$ cat src/rtl/accum_ctrl_pkg.sv
// Shared types for the accumulate sequencer.
// FSM state encoding and the add/subtract opcode values.
package accum_ctrl_pkg;

  typedef enum logic [1:0] {
    IDLE,
    ACC,
    DONE
  } state_e;

  localparam logic OP_ADD = 1'b0;
  localparam logic OP_SUB = 1'b1;

endpackage

$ cat src/rtl/accum_seq_ctrl_if.sv
// Command / operand / result handshakes of accum_seq_ctrl.
// slave = sequencer side, master = source/consumer side.
interface accum_seq_ctrl_if #(
  parameter int WIDTH = 8,
  parameter int CNT_W = 4
);
  logic             i_cmd_valid;
  logic             o_cmd_ready;
  logic             i_cmd_sub;
  logic [CNT_W-1:0] i_cmd_len;
  logic             i_op_valid;
  logic             o_op_ready;
  logic [WIDTH-1:0] i_op_data;
  logic             o_res_valid;
  logic             i_res_ready;
  logic [WIDTH-1:0] o_res_data;
  logic             o_res_carry;
  logic             o_res_ovf;
  logic             o_busy;

  modport slave (
    input  i_cmd_valid, i_cmd_sub, i_cmd_len,
    input  i_op_valid, i_op_data, i_res_ready,
    output o_cmd_ready, o_op_ready, o_res_valid,
    output o_res_data, o_res_carry, o_res_ovf,
    output o_busy
  );

  modport master (
    output i_cmd_valid, i_cmd_sub, i_cmd_len,
    output i_op_valid, i_op_data, i_res_ready,
    input  o_cmd_ready, o_op_ready, o_res_valid,
    input  o_res_data, o_res_carry, o_res_ovf,
    input  o_busy
  );
endinterface

$ cat src/rtl/add_subtract.sv
// Combinational WIDTH-bit adder/subtractor (a - b when add_sub=1).
// o_carry: carry-out (no borrow on subtract); o_ovf: signed overflow.
module add_subtract
  import accum_ctrl_pkg::*;
#(
  parameter int WIDTH = 8
) (
  input  logic [WIDTH-1:0] a_i,
  input  logic [WIDTH-1:0] b_i,
  input  logic             add_sub,
  output logic [WIDTH-1:0] result_o,
  output logic             o_carry,
  output logic             o_ovf
);

  logic             sub;
  logic [WIDTH-1:0] b_x;
  logic [WIDTH:0]   sum;

  assign sub = (add_sub == OP_SUB);
  assign b_x = sub ? ~b_i : b_i;
  assign sum = {1'b0, a_i} + {1'b0, b_x}
             + {{WIDTH{1'b0}}, sub};

  assign result_o = sum[WIDTH-1:0];
  assign o_carry  = sum[WIDTH];
  // Overflow: both effective inputs share a sign the result lacks.
  assign o_ovf = (a_i[WIDTH-1] == b_x[WIDTH-1])
              && (sum[WIDTH-1] != a_i[WIDTH-1]);

endmodule

$ cat src/rtl/accum_seq_ctrl.sv
// Burst accumulate sequencer around add_subtract.
// Ports: i_clk, i_rst (async high), bus (cmd/op/res handshakes).
module accum_seq_ctrl
  import accum_ctrl_pkg::*;
#(
  parameter int WIDTH = 8,
  parameter int CNT_W = 4
) (
  input  logic             i_clk,
  input  logic             i_rst,
  accum_seq_ctrl_if.slave  bus
);

  state_e           state_q, state_d;
  logic             sub_q, sub_d;
  logic [CNT_W-1:0] rem_q, rem_d;
  logic [WIDTH-1:0] acc_q, acc_d;
  logic             carry_q, carry_d;
  logic             ovf_q, ovf_d;
  logic             cmd_rdy_q, cmd_rdy_d;
  logic             op_rdy_q, op_rdy_d;
  logic             res_vld_q, res_vld_d;
  logic             busy_q, busy_d;

  logic [WIDTH-1:0] as_res;
  logic             as_carry;
  logic             as_ovf;

  add_subtract #(.WIDTH(WIDTH)) u_as (
    .a_i      (acc_q),
    .b_i      (bus.i_op_data),
    .add_sub  (sub_q),
    .result_o (as_res),
    .o_carry  (as_carry),
    .o_ovf    (as_ovf)
  );

  always_comb begin
    state_d = state_q;
    sub_d   = sub_q;
    rem_d   = rem_q;
    acc_d   = acc_q;
    carry_d = carry_q;
    ovf_d   = ovf_q;
    unique case (state_q)
      IDLE: begin
        if (bus.i_cmd_valid && cmd_rdy_q) begin
          sub_d   = bus.i_cmd_sub;
          rem_d   = bus.i_cmd_len;
          acc_d   = '0;
          carry_d = 1'b0;
          ovf_d   = 1'b0;
          state_d = (bus.i_cmd_len == '0)
                  ? DONE : ACC;
        end
      end
      ACC: begin
        if (bus.i_op_valid && op_rdy_q) begin
          acc_d   = as_res;
          carry_d = as_carry;
          ovf_d   = ovf_q | as_ovf;
          rem_d   = rem_q - 1'b1;
          if (rem_q == CNT_W'(1))
            state_d = DONE;
        end
      end
      DONE: begin
        if (bus.i_res_ready && res_vld_q)
          state_d = IDLE;
      end
      default: state_d = IDLE;
    endcase
    // Handshake outputs are registered decodes of the next state.
    cmd_rdy_d = (state_d == IDLE);
    op_rdy_d  = (state_d == ACC);
    res_vld_d = (state_d == DONE);
    busy_d    = (state_d != IDLE);
  end

  always_ff @(posedge i_clk or posedge i_rst) begin
    if (i_rst) begin
      state_q   <= IDLE;
      sub_q     <= 1'b0;
      rem_q     <= '0;
      acc_q     <= '0;
      carry_q   <= 1'b0;
      ovf_q     <= 1'b0;
      cmd_rdy_q <= 1'b1;
      op_rdy_q  <= 1'b0;
      res_vld_q <= 1'b0;
      busy_q    <= 1'b0;
    end else begin
      state_q   <= state_d;
      sub_q     <= sub_d;
      rem_q     <= rem_d;
      acc_q     <= acc_d;
      carry_q   <= carry_d;
      ovf_q     <= ovf_d;
      cmd_rdy_q <= cmd_rdy_d;
      op_rdy_q  <= op_rdy_d;
      res_vld_q <= res_vld_d;
      busy_q    <= busy_d;
    end
  end

  assign bus.o_cmd_ready = cmd_rdy_q;
  assign bus.o_op_ready  = op_rdy_q;
  assign bus.o_res_valid = res_vld_q;
  assign bus.o_res_data  = acc_q;
  assign bus.o_res_carry = carry_q;
  assign bus.o_res_ovf   = ovf_q;
  assign bus.o_busy      = busy_q;

endmodule

$ cat src/flat_wrapper.sv
// flat-port wrapper written by rule: the top's interface ports become plain ports
module accum_seq_ctrl_flat import accum_ctrl_pkg::*;
#(
  parameter int WIDTH = 8,
  parameter int CNT_W = 4
)
  (i_clk, i_rst, bus_i_cmd_valid, bus_i_cmd_sub, bus_i_cmd_len, bus_i_op_valid, bus_i_op_data, bus_i_res_ready, bus_o_cmd_ready, bus_o_op_ready, bus_o_res_valid, bus_o_res_data, bus_o_res_carry, bus_o_res_ovf, bus_o_busy);
  accum_seq_ctrl_if #(.WIDTH(WIDTH), .CNT_W(CNT_W)) bus_i ();
  input  logic i_clk;
  input  logic i_rst;
  input wire logic [$bits(bus_i.i_cmd_valid)-1:0] bus_i_cmd_valid;
  input wire logic [$bits(bus_i.i_cmd_sub)-1:0] bus_i_cmd_sub;
  input wire logic [$bits(bus_i.i_cmd_len)-1:0] bus_i_cmd_len;
  input wire logic [$bits(bus_i.i_op_valid)-1:0] bus_i_op_valid;
  input wire logic [$bits(bus_i.i_op_data)-1:0] bus_i_op_data;
  input wire logic [$bits(bus_i.i_res_ready)-1:0] bus_i_res_ready;
  output wire logic [$bits(bus_i.o_cmd_ready)-1:0] bus_o_cmd_ready;
  output wire logic [$bits(bus_i.o_op_ready)-1:0] bus_o_op_ready;
  output wire logic [$bits(bus_i.o_res_valid)-1:0] bus_o_res_valid;
  output wire logic [$bits(bus_i.o_res_data)-1:0] bus_o_res_data;
  output wire logic [$bits(bus_i.o_res_carry)-1:0] bus_o_res_carry;
  output wire logic [$bits(bus_i.o_res_ovf)-1:0] bus_o_res_ovf;
  output wire logic [$bits(bus_i.o_busy)-1:0] bus_o_busy;
  assign bus_i.i_cmd_valid = bus_i_cmd_valid;
  assign bus_i.i_cmd_sub = bus_i_cmd_sub;
  assign bus_i.i_cmd_len = bus_i_cmd_len;
  assign bus_i.i_op_valid = bus_i_op_valid;
  assign bus_i.i_op_data = bus_i_op_data;
  assign bus_i.i_res_ready = bus_i_res_ready;
  assign bus_o_cmd_ready = bus_i.o_cmd_ready;
  assign bus_o_op_ready = bus_i.o_op_ready;
  assign bus_o_res_valid = bus_i.o_res_valid;
  assign bus_o_res_data = bus_i.o_res_data;
  assign bus_o_res_carry = bus_i.o_res_carry;
  assign bus_o_res_ovf = bus_i.o_res_ovf;
  assign bus_o_busy = bus_i.o_busy;
  accum_seq_ctrl #(.WIDTH(WIDTH), .CNT_W(CNT_W)) u_core (.i_clk(i_clk), .i_rst(i_rst), .bus(bus_i));
endmodule
$ cat config.mk
export PLATFORM = sky130hd
export DESIGN_NAME = accum_seq_ctrl_flat
export DESIGN_NICKNAME = d
export VERILOG_FILES = /design/src/rtl/accum_ctrl_pkg.sv /design/src/rtl/accum_seq_ctrl_if.sv /design/src/rtl/add_subtract.sv /design/src/rtl/accum_seq_ctrl.sv /design/src/flat_wrapper.sv
export SDC_FILE = /design/constraint.sdc
export NUM_CORES = 1
export LEC_CHECK = 0
export CAP_MARGIN = 20
export CORE_MARGIN = 3
export CORE_UTILIZATION = 49
export DETAILED_ROUTE_END_ITERATION = 7
export HOLD_SLACK_MARGIN = 0.06
export PLACE_DENSITY = 0.76
export REMOVE_ABC_BUFFERS = 1
export SYNTH_ARGS = -nofsm -noshare
export SYNTH_HDL_FRONTEND = slang
export SYNTH_SLANG_ARGS = --single-unit
$ cat constraint.sdc
create_clock -name i_clk -period 2.99 [get_ports i_clk]
set_clock_uncertainty 0.05 [all_clocks]
set_input_delay 0.598 -clock i_clk [delete_from_list [all_inputs] [get_ports i_clk]]
set_output_delay 0.598 -clock i_clk [all_outputs]
set_load 0.02 [all_outputs]
After elaboration in Yosys (flattened, before gate mapping)
Cells that the tools add are included.
{"block": "word_totals", "reg_bits": 21, "inputBits": 18, "output_inout_bits": 14, "elab_cells": 53}
{"block": "op_classes", "addsub": 3, "eq_ne": 9, "mux": 18, "bitwise": 2, "reduce_logical": 11}
{"cell": "$mux 8", "n": 3}
{"cell": "$pmux 8 s2", "n": 1}
{"cell": "$mux 2", "n": 5}
{"cell": "$add 8x8->9", "n": 1}
{"cell": "$add 9x1->9", "n": 1}
{"cell": "$mux 4", "n": 2}
{"cell": "$not 8->8", "n": 1}
{"cell": "$pmux 4 s2", "n": 1}
{"cell": "$pmux 2 s3", "n": 1}
{"cell": "$eq 2x1->1 const B", "n": 2}
{"cell": "$eq 2x2->1 const B", "n": 2}
{"cell": "$eq 4x1->1 const B", "n": 1}
{"cell": "$logic_and 1x1->1", "n": 4}
{"cell": "$logic_not 2->1", "n": 2}
{"cell": "$logic_not 4->1", "n": 1}
{"cell": "$ne 2x1->1 const B", "n": 2}
{"cell": "$pmux 1 s2", "n": 2}
{"cell": "$reduce_bool 2->1", "n": 2}
{"cell": "$sub 4x1->4 const B", "n": 1}
{"cell": "$mux 1", "n": 3}
{"cell": "$reduce_and 3->1", "n": 1}
{"cell": "$reduce_and 2->1", "n": 1}
{"cell": "$eq 1x1->1", "n": 1}
{"cell": "$ne 1x1->1", "n": 1}
{"cell": "$or 1x1->1", "n": 1}

Longest topological paths before layout
{"block": "depth", "ltp_word": 9, "ltp_mapped": 8, "ltp_nobuf": 7}

Cells and area by module
A second synthesis with hierarchy kept.
{"block": "unflattened", "hier_cells": 148, "hier_area_um2": 1482.7}
{"mod": "accum_seq_ctrl", "n_inst": 1, "cells_each": 88, "area_each_um2": 1012.2, "seq_area_each_um2": 526.8}
{"mod": "add_subtract", "n_inst": 1, "cells_each": 60, "area_each_um2": 470.5, "seq_area_each_um2": 0.0}

Least setup slack after synthesis
OpenSTA, ideal clock, no wires.
{"block": "synth_timing", "path_type": "input to register", "startpoint": "input port bus_i_op_data[0]", "endpoint": "register u_core.acc_q[6] (netlist: u_core.bus.o_res_data[6])", "arrival_time_ns": 2.108, "required_time_ns": 2.871, "path_slack_ns": 0.763, "stages": 7, "cell_sequence": "mux2_4 fa_1 a21o_1 a21o_1 nand2_1 mux2_2 nand3_1"}
{"block": "synth_via", "elab_chain_cells": 6}
{"element": "from (decl)", "line": "flat_wrapper.sv:15", "source": "input wire logic [$bits(bus_i.i_op_data)-1:0] bus_i_op_data;"}
{"element": "$not 8->8", "line": "add_subtract.sv:21", "source": "assign b_x = sub ? ~b_i : b_i;"}
{"element": "$mux 8 (*)", "line": "add_subtract.sv:21"}
{"element": "$add 8x8->9 (*)", "line": "add_subtract.sv:22", "source": "assign sum = {1'b0, a_i} + {1'b0, b_x}"}
{"element": "$add 9x1->9 (*)", "line": "add_subtract.sv:23", "source": "+ {{WIDTH{1'b0}}, sub};"}
{"element": "$mux 8 (*)", "line": "accum_seq_ctrl.sv:58", "source": "if (bus.i_op_valid && op_rdy_q) begin"}
{"element": "$pmux 8 s2 (*)", "line": "accum_seq_ctrl.sv:45", "source": "unique case (state_q)"}
{"element": "to (signal assigned)", "line": "accum_seq_ctrl.sv:85", "source": "acc_q <= '0;"}
{"element": "to (signal assigned)", "line": "accum_seq_ctrl.sv:96", "source": "acc_q <= acc_d;"}
{"element": "to (decl)", "line": "accum_seq_ctrl.sv:17", "source": "logic [WIDTH-1:0] acc_q, acc_d;"}
Every way passes the cells marked *; elsewhere a longest branch is shown, timed or not. The select of a mux whose other input is x is not followed.
A chain may end at the register's enable or synchronous reset.

Worst setup path in the final report
Ends and elaborated chain as after synthesis.

==> metrics <==
Setup TNS=0 ns; Net Sw Frac=0.4514; Crit. End Element=register; filler cell count=207; PortBufs=31; Mapped Avg Cell Area=10.16 um^2; number of synthesized register bits=21; starting density of the core=0.5310; worst skew pair latency=0.30 ns; DR vias=1096; CTS root buf=clkbuf_4; DR pass1 iterations=4; Max Clk Rate=395.1 MHz; Post-CTS Resized=0; DP Cell Count=190; cell taking the most area after synthesis=dfrtp_1; switching power total=0.9077 mW; max_slew headroom=0.4706; first-pass GRT wire length=4912 um; Logic pwr share=0.663; M1 GR Usage=0.2374; Tcrit/Tclk final=0.8465; worst hold path class=reg -> reg; Num CTS Buffers=3; H-tree depth=1; r2r setup slk=0.67 ns; drt via density=5.649; Area growth syn-to-layout=26.48%; grt met2 use=0.3190; Worst Max-Slew Pin Slew=0.7932 ns; Antenna Nets Post-Route=0; clk slew on worst S/H paths=0.12 ns; RSZ-0062 raised after global routing=false; Synth area leaders=dfrtp_1, ha_1, xor2_1, a22o_1, o21ai_0; Final Max Tran Viols=0; Yosys cell types=39; GPL Wtd Cong=0.7483; CTS Buffer Depth=2; CTS tree=built; cells after synthesis=133; top_reg_cell synth=dfrtp_1; grt met3 use=0.02412; pin count of the biggest net entering global routing=22; # diodes=0; Post CTS Setup Buffer Count=0; grt peak-use layer=met2; register area share after synthesis=0.3898; sequential power share=0.267; Worst Path Max Fanout=3; I/O pins=32; die width=58.52 um; DPL Wire Length=2174 um; Synth async-reset ratio=1.000; outcome=completed; # setup viols final=0; GRT Overall Usage=0.1844; clock group share of total power=0.069; area share of the largest cell type after synthesis=0.3704; Finished Layout Cells=194; Ys Warns=0; # rows=18; WL per Instance=14.76 um; nets=193; worst endpoint required time=3.19 ns; Leak=0.7893 nW; CTS Sinks=21; Setup crit start kind=input pin; Total Wirelength=2863 um; maximum vdd drop=793.1 uV; Power Total=2.011 mW; Final Critical Period=2.531 ns; Die Ht=58.52 um; Core Area=2545 um^2; Post-synth EDFFs=0; # DRC=0; Int Pwr=1.103 mW; vias in the first global route=1110; most common cell in the netlist=dfrtp_1; Post-synth top cells=dfrtp_1, o21ai_0, xor2_1; DRT iter0 DRCs=39; grt ovf=0; CTS hold repair buffers=0; Hold Vio Cnt, Final=0; power density cells=1176 nW/um^2; Synth Cell Area=1351 um^2; initial antenna violation count=0; max-cap violation count=0; fraction of layout cells with a size suffix above 1=0.09756; die area=3424 um^2; WP data arrival=2.73 ns; Setup CP Type=in -> reg
[metal layers]
layer	vias to the layer above	wire, um
met3	2	129
met5	-	0
met2	23	1458
met4	0	15
met1	529	1260
li1	542	-
[critical path, cell delays in order]
cell             delay (ns)
clkdlybuf4s50_1        0.51
mux2_4                 0.33
fa_1                   0.40
a21o_1                 0.19
a21o_1                 0.19
nand2_1                0.10
mux2_2                 0.34
nand3_1                0.06
[kinds of logic after synthesis]
| logic type | Yosys count | share of synthesized area |
|---|---|---|
| DFF | 21 | 0.3898 |
| and+or+nand+nor | 37 | 0.1435 |
| adders and majority gates | 10 | 0.09815 |
| muxes | 4 | 0.03611 |
| xor gates and xnor gates | 12 | 0.07778 |
| buffers and inverters | 11 | 0.03796 |
| AOI/OAI and AO/OA | 38 | 0.2167 |
[power by group through the flow]
stage	logic, mW	registers [mW]	clock network [mW]
global placement	1.29	0.535	0
CTS	1.34	0.537	0.145
global route	1.47	0.560	0.155
detailed placement	1.33	0.542	0
floorplan	0.872	0.612	0
finish	1.33	0.537	0.139
[area by class of cell]
| type | instances | area [um^2] | share of cell area |
|---|---|---|---|
| multi-input combinational | 101 | 773.2 | 0.4524 |
| sequential | 21 | 526.8 | 0.3082 |
| timing repair buffer | 33 | 325.3 | 0.1903 |
| tap | 30 | 37.54 | 0.02196 |
| clock buffer | 3 | 22.52 | 0.01318 |
| inverter | 5 | 18.77 | 0.01098 |
| clock inverter | 1 | 5.005 | 0.002928 |
[sequential cells by signal (all words and copies together), names as in the netlist]
register                cells
u_core.bus.o_res_valid      1
u_core.state_q              2
u_core.bus.o_res_carry      1
u_core.sub_q                1
u_core.bus.o_res_ovf        1
u_core.bus.o_busy           1
u_core.bus.o_res_data       8
u_core.rem_q                4
u_core.bus.o_cmd_ready      1
u_core.bus.o_op_ready       1
[worst paths after layout]
kind	from	to	cells after the start
max reg2reg	u_core.sub_q	u_core.bus.o_res_data[6]	7
min	u_core.bus.o_res_ovf	u_core.bus.o_res_ovf	2
min reg2reg	u_core.bus.o_res_ovf	u_core.bus.o_res_ovf	2
min in group asynchronous	i_rst	u_core.rem_q[2]	2
max	bus_i_op_data[0]	u_core.bus.o_res_data[6]	8
max in group asynchronous	i_rst	u_core.bus.o_res_data[1]	2
[metrics by stage]
stage	worst slack, ns	area [um^2]	hold WS (ns)	util
floorplan	0.7609	1319	0.4223	-
global placement	0.1712	1682	0.4327	0.6608
detailed placement	0.1437	1682	0.4605	0.6608
CTS	0.4732	1709	0.4916	0.6716
global route	0.3835	1709	0.5193	0.6716
finish	0.4590	1709	0.4803	0.6716
[placed cells by master (no fill, tap or decap), drive strengths merged]
master,Yosys,final
nand3b,1,1
nand2b,2,2
o21ai,10,10
nor4,1,1
a22o,6,6
and4,1,1
mux2,4,4
a22oi,3,3
nor2b,3,3
o31ai,1,1
dfstp,1,1
nand4bb,1,1
nand2,8,8
clkdlybuf4s50,0,31
inv,5,5
ha,9,9
buf,3,2
xor2,10,10
a211oi,2,2
clkinv,0,1
nor3b,1,1
a31oi,2,2
nor2,9,9
a21oi,5,5
clkbuf,3,3
a41o,1,1
nand4,1,1
fa,1,1
nor3,2,2
a31o,2,2
a21o,6,6
and4b,1,1
or2,1,1
xnor2,2,2
nand3,5,5
dfrtp,20,20
Power figures use the tool's default switching activity.
